### src/rtl/bmp_pkg.sv
// Shared sprite bitmap ROM geometry and small helpers for the sprite ROM path.
package bmp_pkg;
  localparam int SPR_W     = 16;
  localparam int SPR_H     = 16;
  localparam int NSPRITES  = 16;
  localparam int ROM_AW    = 12;
  localparam int ROM_DW    = 4;
  localparam int BURST_DEF = SPR_W;

  // Index width that stays legal for n == 1.
  function automatic int idx_w(input int n);
    return (n > 1) ? $clog2(n) : 1;
  endfunction
endpackage

### src/rtl/sprite_rom_arbiter_if.sv
// Requester-side request/grant/return bus plus the ROM address/pixel port.
interface sprite_rom_arbiter_if
  import bmp_pkg::*;
#(
  parameter int NREQ = 4,
  parameter int AW   = ROM_AW,
  parameter int DW   = ROM_DW
);
  logic [NREQ-1:0]    req;
  logic [NREQ*AW-1:0] req_addr;
  logic [NREQ-1:0]    gnt;
  logic [AW-1:0]      rom_add;
  logic [DW-1:0]      rom_pixel;
  logic [DW-1:0]      rdata;
  logic [NREQ-1:0]    rvalid;
  logic               busy;

  modport master (
    output req, req_addr, rom_pixel,
    input  gnt, rom_add, rdata, rvalid, busy
  );

  modport slave (
    input  req, req_addr, rom_pixel,
    output gnt, rom_add, rdata, rvalid, busy
  );
endinterface

### src/rtl/rr_arbiter.sv
// Combinational rotate-priority pick: first requester at or above ptr, modulo N.
module rr_arbiter
  import bmp_pkg::*;
#(
  parameter int N  = 4,
  parameter int IW = idx_w(N)
) (
  input  logic [N-1:0]  req,
  input  logic [IW-1:0] ptr,
  output logic [N-1:0]  winner,
  output logic [IW-1:0] idx
);
  logic          found;
  int            j;
  logic [IW-1:0] jj;

  always_comb begin
    found  = 1'b0;
    idx    = '0;
    winner = '0;
    j      = 0;
    jj     = '0;
    for (int i = 0; i < N; i++) begin
      j  = (int'(ptr) + i) % N;
      jj = IW'(j);
      if (!found && req[jj]) begin
        found = 1'b1;
        idx   = jj;
      end
    end
    if (found) winner[idx] = 1'b1;
  end
endmodule

### src/rtl/sprite_rom_arbiter.sv
// Round-robin burst arbiter sharing the sprite bitmap ROM among NREQ engines.
//   state   | meaning
//   S_IDLE  | no burst; arbitrate every cycle, rom_add holds last address
//   S_BURST | issuing base+cnt for owner; re-arbitrate on cnt == BURST-1
module sprite_rom_arbiter
  import bmp_pkg::*;
#(
  parameter int NREQ  = 4,
  parameter int AW    = ROM_AW,
  parameter int DW    = ROM_DW,
  parameter int BURST = BURST_DEF
) (
  input  logic               clk,
  input  logic               rst_n,
  sprite_rom_arbiter_if.slave bus
);
  localparam int IW = idx_w(NREQ);
  localparam int CW = idx_w(BURST);

  localparam logic [0:0] S_IDLE  = 1'b0;
  localparam logic [0:0] S_BURST = 1'b1;

  logic [0:0]      state;
  logic [IW-1:0]   ptr, owner, owner_d, win_idx;
  logic [NREQ-1:0] win_oh, gnt_r;
  logic [CW-1:0]   cnt;
  logic [AW-1:0]   base, add_r, win_addr;
  logic            issued_d;
  logic            arb_pt;

  rr_arbiter #(.N(NREQ), .IW(IW)) u_rr (
    .req    (bus.req),
    .ptr    (ptr),
    .winner (win_oh),
    .idx    (win_idx)
  );

  always_comb begin
    win_addr = '0;
    for (int i = 0; i < NREQ; i++)
      if (win_idx == IW'(i)) win_addr = bus.req_addr[i*AW +: AW];
  end

  assign arb_pt = (state == S_IDLE) || (cnt == CW'(BURST - 1));

  always_ff @(posedge clk or negedge rst_n) begin
    if (!rst_n) begin
      state    <= S_IDLE;
      ptr      <= '0;
      cnt      <= '0;
      owner    <= '0;
      owner_d  <= '0;
      base     <= '0;
      add_r    <= '0;
      gnt_r    <= '0;
      issued_d <= 1'b0;
    end else begin
      // Return-path tag: the ROM answers one cycle after each issued address.
      issued_d <= (state == S_BURST);
      owner_d  <= owner;
      gnt_r    <= '0;
      if (arb_pt && (|bus.req)) begin
        state <= S_BURST;
        owner <= win_idx;
        base  <= win_addr;
        add_r <= win_addr;
        cnt   <= '0;
        gnt_r <= win_oh;
        ptr   <= (win_idx == IW'(NREQ - 1)) ? '0 : win_idx + 1'b1;
      end else if (arb_pt) begin
        state <= S_IDLE;
        cnt   <= '0;
      end else begin
        cnt   <= cnt + 1'b1;
        add_r <= base + AW'(cnt) + AW'(1);
      end
    end
  end

  assign bus.gnt     = gnt_r;
  assign bus.rom_add = add_r;
  assign bus.busy    = (state == S_BURST);
  assign bus.rdata   = bus.rom_pixel;
  assign bus.rvalid  = issued_d ? (NREQ'(1) << owner_d) : '0;
endmodule

### src/flat_wrapper.sv
// flat-port wrapper written by rule: the top's interface ports become plain ports
module sprite_rom_arbiter_flat import bmp_pkg::*;
#(
  parameter int NREQ  = 4,
  parameter int AW    = ROM_AW,
  parameter int DW    = ROM_DW,
  parameter int BURST = BURST_DEF
)
  (clk, rst_n, bus_req, bus_req_addr, bus_rom_pixel, bus_gnt, bus_rom_add, bus_rdata, bus_rvalid, bus_busy);
  sprite_rom_arbiter_if #(.NREQ(NREQ), .AW(AW), .DW(DW)) bus_i ();
  input  logic clk;
  input  logic rst_n;
  input wire logic [$bits(bus_i.req)-1:0] bus_req;
  input wire logic [$bits(bus_i.req_addr)-1:0] bus_req_addr;
  input wire logic [$bits(bus_i.rom_pixel)-1:0] bus_rom_pixel;
  output wire logic [$bits(bus_i.gnt)-1:0] bus_gnt;
  output wire logic [$bits(bus_i.rom_add)-1:0] bus_rom_add;
  output wire logic [$bits(bus_i.rdata)-1:0] bus_rdata;
  output wire logic [$bits(bus_i.rvalid)-1:0] bus_rvalid;
  output wire logic [$bits(bus_i.busy)-1:0] bus_busy;
  assign bus_i.req = bus_req;
  assign bus_i.req_addr = bus_req_addr;
  assign bus_i.rom_pixel = bus_rom_pixel;
  assign bus_gnt = bus_i.gnt;
  assign bus_rom_add = bus_i.rom_add;
  assign bus_rdata = bus_i.rdata;
  assign bus_rvalid = bus_i.rvalid;
  assign bus_busy = bus_i.busy;
  sprite_rom_arbiter #(.NREQ(NREQ), .AW(AW), .DW(DW), .BURST(BURST)) u_core (.clk(clk), .rst_n(rst_n), .bus(bus_i));
endmodule
### config.mk
export PLATFORM = sky130hd
export DESIGN_NAME = sprite_rom_arbiter_flat
export DESIGN_NICKNAME = d
export VERILOG_FILES = /design/src/rtl/bmp_pkg.sv /design/src/rtl/sprite_rom_arbiter_if.sv /design/src/rtl/rr_arbiter.sv /design/src/rtl/sprite_rom_arbiter.sv /design/src/flat_wrapper.sv
export SDC_FILE = /design/constraint.sdc
export NUM_CORES = 1
export LEC_CHECK = 0
export CORE_MARGIN = 2
export CORE_UTILIZATION = 49
export DETAILED_ROUTE_END_ITERATION = 10
export PLACE_DENSITY = 0.94
export SLEW_MARGIN = 40
export SYNTH_ARGS = -nofsm -noshare
export SYNTH_HDL_FRONTEND = slang
export SYNTH_SLANG_ARGS = --single-unit
### constraint.sdc
create_clock -name clk -period 3.7 [get_ports clk]
set_input_delay 0.37 -clock clk [delete_from_list [all_inputs] [get_ports clk]]
set_output_delay 0.37 -clock clk [all_outputs]
set_load 0.005 [all_outputs]
==> flow_summary.json <==
{
  "postCtsSetupRepairBufs": 0,
  "cts_hold_buf": 0,
  "relSlewSlack_pct": 55.6,
  "setup_viol": 0,
  "hpwl_um": 4510,
  "synthTopCellsByCount": "54 x nand2_1, 40 x dfrtp_1, 21 x nor2_1, 21 x o21ai_0, 10 x o221ai_1",
  "clk_latency_ps": 300,
  "max_freq_ghz": 0.345,
  "power_switching_uw": 976,
  "multiInputGateArea_um2": 1240,
  "ys_warn_count": 0,
  "yosys_most_used_dff": "dfrtp_1",
  "worstMarginPinSlew_ps": 666,
  "cts.path.max_buffers": 2,
  "power.density_nw_per_um2": 762,
  "cp-start-kind": "input pin",
  "min_path_type": "input pin to asynchronous set/reset pin",
  "worstReg2RegStart": "u_core.ptr[1]$_DFFE_PN0P_",
  "gr-total-overflow": 0,
  "final-seq-area_um2": 1000,
  "syn_avg_cell_area_um2": 9.08,
  "r2r-end": "u_core.bus.rom_add[0]$_DFFE_PN0P_",
  "cp-end-kind": "register",
  "rsz0062_at_grt": "no",
  "p_seq_share_pct": 32.2,
  "synth_edf_count": 0,
  "comb_power_share_pct": 53.6,
  "worstRegToRegCells": 9,
  "die_x_um": 73.9,
  "power_uw": 2470,
  "status": "complete, no violations",
  "ys_seq_area_share_pct": 41.8,
  "drtAntennaViolNets": 0,
  "dr.first_iter.drc_count": 155,
  "synth_area_leader_cell": "dfrtp_1",
  "finalClockSkew_ps": 7.15,
  "numPortBuffers": 74,
  "drc_errors": 0,
  "cp_max_fo": 20,
  "synth_most_common_cell": "nand2_1",
  "path_clk_slew_ps": 80,
  "synth_nets": 332,
  "synth_area_um2": 2400,
  "p_leak_uw": 0.00142,
  "grt_pass1_vias": 2173,
  "cap_violations": 0,
  "ys_ff_latch": 40,
  "core_area_um2": 4720,
  "gp_congestion": 0.838,
  "pre_cts_slack_ps": 537,
  "rows": 25,
  "dr.pass1.iters": 4,
  "slew_viol_final": 0,
  "setup_tns_ps": 0,
  "grt_max_degree": 41,
  "syn_inst": 264,
  "worstSetupPathType": "input pin to register",
  "grt_antenna_before_repair": 0,
  "ir_worst_vdd_mv": 0.462,
  "num_io_pins": 83,
  "crit_arrival_ps": 3130,
  "wire_per_inst_um": 14.7,
  "grt_use_total_pct": 23.7,
  "cts_tree": "built",
  "die_h_um": 73.9,
  "die_area_um2": 5460,
  "via_per_inst": 5.56,
  "reg2reg_slack_ps": 940,
  "n_antenna_cell": 0,
  "async_flop_share_pct": 100,
  "drive_above_1_share_pct": 7.21,
  "fin_hold_ws_ps": 28.9,
  "htree_levels": 2,
  "synth_area_leaders": "dfrtp_1 42%, nand2_1 8.5%, ha_1 4.7%, o21ai_0 4.4%, o221ai_1 3.7%",
  "cts_resized": 0,
  "cts_buffers": 5,
  "swShare_pct": 39.5,
  "layout_setup_ws_ps": 798,
  "start_util_pct": 50.7,
  "period_needed_ps": 2900,
  "vias": 2223,
  "finalHoldViolations": 0,
  "routed_wl_um": 5890,
  "root_buffer": "clkbuf_8",
  "netlist.area_leader.share_pct": 41.8,
  "area_delta_synth_final_pct": 35.5,
  "cts_sinks": 40,
  "ys_types": 44,
  "worstPathRequired_ps": 3920,
  "grt_pass1_wl_um": 9760,
  "fin_nets": 400,
  "finalCritPeriodShare_pct": 78.4,
  "nFillCells": 358,
  "power_frac_clock_pct": 14.2,
  "p_int_uw": 1500
}
## placed cells by master, fill, tap and decap left out, types with 2 or more instances in the layout
master	n
o211ai_2	6
a21o_1	6
inv_1	8
and2_1	2
a21oi_1	4
clkbuf_8	5
dfrtp_1	40
o21ai_0	21
xnor2_1	6
ha_1	9
a211oi_1	5
buf_4	6
nor2_1	21
and3_1	6
clkdlybuf4s50_1	73
o211ai_1	8
o221ai_1	10
o21ai_1	2
nand3_1	5
nand2_1	54
xor2_1	4
o21a_1	2
a211o_1	6
nand2b_1	2
## worst max-delay path by stage
stage,to,from,slack [ps]
global placement,u_core.bus.rom_add[0]$_DFFE_PN0P_,bus_req[3],630
global route,u_core.bus.rom_add[5]$_DFFE_PN0P_,bus_req[3],520
detailed placement,u_core.bus.rom_add[0]$_DFFE_PN0P_,bus_req[3],540
finish,u_core.bus.rom_add[0]$_DFFE_PN0P_,bus_req[3],800
floorplan,u_core.bus.rom_add[4]$_DFFE_PN0P_,u_core.ptr[1]$_DFFE_PN0P_,1430
CTS,u_core.bus.rom_add[6]$_DFFE_PN0P_,bus_req[3],820
## power by group through the flow
stage,Clock [µW],Sequential [µW],Combinational (µW)
after global placement,0,790,1260
after global routing,369,819,1490
after detailed placement,0,799,1320
after CTS,351,792,1330
final,351,796,1330
after floorplan,0,764,905
## cell families (layout without fill, tap and decap cells)
group	count (synthesis)	in the layout	synth area share (%)
buf+inv	27	96	6.27
simple gates	98	98	18.1
compound gates	78	78	24.3
flops	40	40	41.8
mux	1	1	0.418
fa+ha+maj	10	10	5.54
xor+xnor	10	10	3.66
## routing by layer
layer / part of all wire (%) / vias up / GRT usage [%]
met5: 0 / - / 0
met1: 41 / 1045 / 29.2
met3: 8.3 / 14 / 7.00
met4: 1.9 / 0 / 7.88
li1: - / 1066 / -
met2: 49 / 98 / 39.8
## worst max-delay path, stage by stage
cell             delay (ps)
clkdlybuf4s50_1         580
nand2_1                  80
and3_1                  190
a311oi_2                400
ha_1                    660
nand2_1                 140
o211ai_2                100
o221ai_1                210
a211o_1                 340
o21ai_1                  70
## layout make-up
class                      count  area share [%]
inverter                       9            1.04
clock inverter                 2            1.08
clock buffer                   6            2.24
tap                           67            2.58
multi-input combinational    197            38.3
sequential                    40            30.8
timing repair buffer          79            23.9
## through the flow
stage | util (%) | instance area [µm²] | std cells
final | 68.7 | 3250 | 400
after global routing | 68.7 | 3250 | 400
after detailed placement | 66.5 | 3140 | 392
after CTS | 68.7 | 3250 | 400
after floorplan | - | 2400 | 264
after global placement | 66.4 | 3140 | 392
## state kept, by name, indices dropped and copies added (netlist names)
name and count:
u_core.ptr 2, u_core.issued_d 1, u_core.cnt 4, u_core.owner_d 2
u_core.owner 2, u_core.bus.rom_add 12, u_core.bus.gnt 4, u_core.bus.busy 1
u_core.base 12
Power figures use the tool's default switching activity.
==> RTL edit 1, RTL diff (same flow settings) <==
Change the package constant `ROM_AW` from 12 to 11.
--- a/src/rtl/bmp_pkg.sv
+++ b/src/rtl/bmp_pkg.sv
@@ -3,7 +3,7 @@
   localparam int SPR_W     = 16;
   localparam int SPR_H     = 16;
   localparam int NSPRITES  = 16;
-  localparam int ROM_AW    = 12;
+  localparam int ROM_AW    = 11;
   localparam int ROM_DW    = 4;
   localparam int BURST_DEF = SPR_W;
 
Ports: changed (resized bus_req_addr and bus_rom_add); port bits go from 83 to 78. No check against the original RTL was run, so the function may have changed too.
==> RTL edit 1 against the original RTL <==
  * Sequential cell count fell by 2
  * Final area down 6.5%
  * First-iteration DRC count increased by 9.7%
  * Area after synthesis is 7.4% lower
  * Power decreased by 5.4%
  * Count of clock-buffer cells in the layout shrank 1
  * Wire length down 13%
  * Clock power shrank 1%
  * Die area fell by 7.0%
  * Worst hold slack improved by 0.35 ns
  * Setup slack better by 0.080 ns
  * Highest routed layer unchanged
==> RTL edit 1: results (changes against the original RTL) <==
** Status
- The flow ran to the end, and the final reports show no timing, DRC or antenna violations.

** Worst hold path
- Class of the worst hold path :: register to register

** Logic synthesis
- Most area-consuming cells after synthesis :: sky130_fd_sc_hd__dfrtp_1, sky130_fd_sc_hd__nand2_1, sky130_fd_sc_hd__o211ai_1
- Number of distinct library cells after synthesis :: 39 (-11%)

** Finish
- The count of fill cells added during filler insertion is 303 (-15%).
- Final net count :: 371 (-7.2%)
- The finished layout cell area came to 3040 um^2 (-6.5%).
- The multi-input combinational cell count was 181 (-8.1%).
- Non-clock buffer area fraction after layout :: 24.0% (+0.088 points)
- The count of buffers not belonging to the clock network in the layout came to 74 (-6.3%).
- Clk_buf instances :: 5 (-1)

** Global route
- Met1 Resource Use GR :: 27.1% (-2.1 points)
- The via count of the first global-routing pass is 1928 (-11%).
- GR met3 Demand/Resource :: 3.09% (-3.9 points)

** Placed design
- The placement-stage worst setup slack is 0.602 ns (+0.0647 ns).
- The instance area at placement came to 2930 um^2 (-6.7%).
- The number of input and output port buffers inserted came to 69 (-6.8%).
- HPWL Detailed :: 4070 um (-9.8%)

** Routing
- Post-Route M1 WL :: 2200 um (-8.7%)
- The number of DRC violations after detailed-routing iteration 0 is 170 (+9.7%).
- The via count was 1986 (-11%).
- The detail-routed net length per standard cell is 14.3 um (-3.1%).
- Met3 routed WL :: 323 um (-34%)
- Met2 Wirelength :: 2480 um (-14%)

** Timing
- Normalized max-slew margin :: 50.8% (-4.8 points)

** Setup path
- The endpoint arrival time on the critical path was 3.03 ns (-0.10 ns).
- The critical path's largest stage delay came to 0.62 ns (-0.04 ns).
- The largest driver fanout on the critical path came to 10 (-50%).
- Slowest cell on the critical path :: sky130_fd_sc_hd__clkdlybuf4s50_1

** Power
- Worst IR drop on VDD :: 0.314 mV (-32%)
- The power spent charging and discharging nets was 0.899 mW (-7.9%).
RTL edit 1: final timing paths:
kind                            slack [ns]                     to            start  cells past startpoint
worst max-delay path                  0.88  u_core.bus.rom_add[7]       bus_req[3]                     11
worst min-delay path                  0.38      u_core.owner_d[0]  u_core.owner[0]                      0
worst max register to register        1.04  u_core.bus.rom_add[7]    u_core.ptr[1]                     10
worst min register to register        0.38      u_core.owner_d[0]  u_core.owner[0]                      0
max in group asynchronous             2.88         u_core.base[4]            rst_n                      2
min in group asynchronous             0.50          u_core.cnt[1]            rst_n                      2
RTL edit 1: worst register-to-register path: stages (launching register included):
cell and delay, ns:
sky130_fd_sc_hd__dfrtp_1 0.45, sky130_fd_sc_hd__nand2b_1 0.20, sky130_fd_sc_hd__and3_4 0.18, sky130_fd_sc_hd__a311oi_2 0.43, sky130_fd_sc_hd__inv_1 0.12, sky130_fd_sc_hd__ha_1 0.26
sky130_fd_sc_hd__nand2b_1 0.29, sky130_fd_sc_hd__o22ai_1 0.14, sky130_fd_sc_hd__a31oi_1 0.21, sky130_fd_sc_hd__mux2i_1 0.12, sky130_fd_sc_hd__mux2i_1 0.18
RTL edit 1: logic make-up (layout without fill, tap and decap cells):
group	Yosys count	in the layout	synth area share [%]
buf+inv	23	89	4.96
mux	4	4	1.92
fa+ha+maj	10	10	5.98
simple gates	89	89	18.5
xor+xnor	10	10	3.95
flops	38	38	42.9
compound gates	68	68	21.8
RTL edit 1: metrics by stage:
step | std cells | utilization, %
6_report | 360 | 69.7
5_1_grt | 360 | 69.7
4_1_cts | 360 | 69.7
3_5_place_dp | 352 | 67.2
3_3_place_gp | 352 | 67.2
2_1_floorplan | 242 | -
==> RTL edit 2, RTL diff (same flow settings) <==
Made on the original files. Make the reset (`rst_n`) synchronous in one clocked block.
--- a/src/rtl/sprite_rom_arbiter.sv
+++ b/src/rtl/sprite_rom_arbiter.sv
@@ -43,7 +43,7 @@
 
   assign arb_pt = (state == S_IDLE) || (cnt == CW'(BURST - 1));
 
-  always_ff @(posedge clk or negedge rst_n) begin
+  always_ff @(posedge clk) begin
     if (!rst_n) begin
       state    <= S_IDLE;
       ptr      <= '0;
Behaviour: differs if rst_n is asserted again (counterexample within 4 cycles, from zero or initial values and one cycle with rst_n low); with rst_n held inactive, the same outputs for 10 cycles.
==> RTL edit 2 against the original RTL <==
  * Wire length increased by 0.54%
  * Area after synthesis shrank 7.7%
  * Sequential cell count is the same
  * Utilization up 1.3 points
  * Setup slack lost 0.049 ns
  * Final area fell by 6.1%
Power is not compared: it rests on default switching activity, and its combinational part moved more than twofold at a synthesized area within 25%.
==> RTL edit 2: results (changes against the original RTL) <==
** Status
- Outcome :: finished, final reports clean

** Placed design
- Cell area after placement :: 2940 um^2 (-6.3%)
- Worst slack, placed :: 0.481 ns (-0.0562 ns)
- HPWL Detailed :: 4460 um (-1.2%)

** Timing
- Worst clock skew :: 0.00962 ns (+0.00247 ns)
- The worst hold slack after final layout came to 0.464 ns (+0.436 ns).
- The part of the cycle the worst path needs was 79.7% (+1.3 points).
- The transition time at the pin with the least slew margin was 0.740 ns (+0.0742 ns).

** Logic synthesis
- The synthesized area per cell was 8.41 um^2 (-7.3%).
- The portion of the post-synthesis area used by sequential elements is 36.2% (-5.6 points).
- Xor and xnor area share after synthesis :: 4.36% (+0.70 points)
- Share of cell area taken by muxes after synthesis :: 1.81% (+1.4 points)
- Leading post-synthesis cells by instance count :: sky130_fd_sc_hd__dfxtp_1, sky130_fd_sc_hd__a21oi_1, sky130_fd_sc_hd__nand2_1
- Share of flip-flops with an asynchronous set or reset :: 0% (-100 points)
- Most area-consuming cells after synthesis :: sky130_fd_sc_hd__dfxtp_1, sky130_fd_sc_hd__a21oi_1, sky130_fd_sc_hd__ha_1
- The fraction of the mapped netlist area in compound gates came to 26.8% (+2.5 points).

** Finish
- Ratio of cells with drive above 1 in the final layout :: 6.33% (-0.88 points)
- Final net count :: 399 (-0.25%)
- Fill cells :: 338 (-5.6%)
- Layout Cells excl Fill :: 384 (-4.0%)

** Routing
- The met1 wire length was 2360 um (-2.0%).
- The detailed-route vias per instance came to 5.66 (+1.8%).
- The number of DRC violations after detailed-routing iteration 0 came to 121 (-22%).
- The amount of wire on met3 after detailed routing came to 416 um (-15%).
- The detail-routed net length per standard cell is 15.4 um (+4.7%).
- Met2 Wirelength :: 3010 um (+4.6%)

** Worst hold path
- WHS Path Cells :: 1
- Class of the worst hold path :: register to register

** Setup path
- Biggest cell delay along the critical path :: 0.52 ns (-0.14 ns)
- The endpoint arrival time on the critical path was 3.11 ns (-0.02 ns).
- The depth of the worst register-to-register path came to 10 (+1).
- Origin of the worst setup path :: bus_req[0]
- Critical R2R Launch :: u_core.ptr[0]
- CP Capture Point :: u_core.bus.rom_add[3]
- The slowest stage of the critical path is the sky130_fd_sc_hd__nor2_1 cell.
- Critical path fanouts, max :: 10 (-50%)

** Global route
- Total routing usage reported by global routing :: 24.7% (+0.98 points)
- The wire length of the first global-routing pass is 9820 um (+0.64%).
- Global routing usage on met2 :: 44.1% (+4.4 points)
- The via count of the first global-routing pass was 2193 (+0.92%).
- GR met3 Demand/Resource :: 6.70% (-0.30 points)
- The met1 capacity usage during global routing was 27.9% (-1.3 points).
- Pin count of the biggest net entering global routing :: 22 (-46%)

** Power
- Power comes to 1.23 mW.
## RTL edit 2: changes by cell type after synthesis, moves of 7 or more
cell,change
sky130_fd_sc_hd__a22oi_1,+7
sky130_fd_sc_hd__dfxtp_1,+40
sky130_fd_sc_hd__o221ai_1,-10
sky130_fd_sc_hd__nand2_1,-26
sky130_fd_sc_hd__a21oi_1,+31
sky130_fd_sc_hd__o21ai_0,-16
sky130_fd_sc_hd__dfrtp_1,-40
sky130_fd_sc_hd__o22ai_1,+12
## RTL edit 2: critical path: cells and delay by family
family	cells	cell delay, ns
muxes	1	0.18
buffers and inverters	2	0.63
AOI/OAI and AO/OA	4	0.80
and+or+nand+nor	3	0.78
adders and majority gates	1	0.34
## RTL edit 2: layout make-up
cell class	count	area share, %
multi-input cells	194	41.4
flip-flops and latches	40	26.3
repair buffers	77	25.0
clock buffers	6	2.38
well taps	52	2.13
inverters	13	1.60
clock inverters	2	1.15
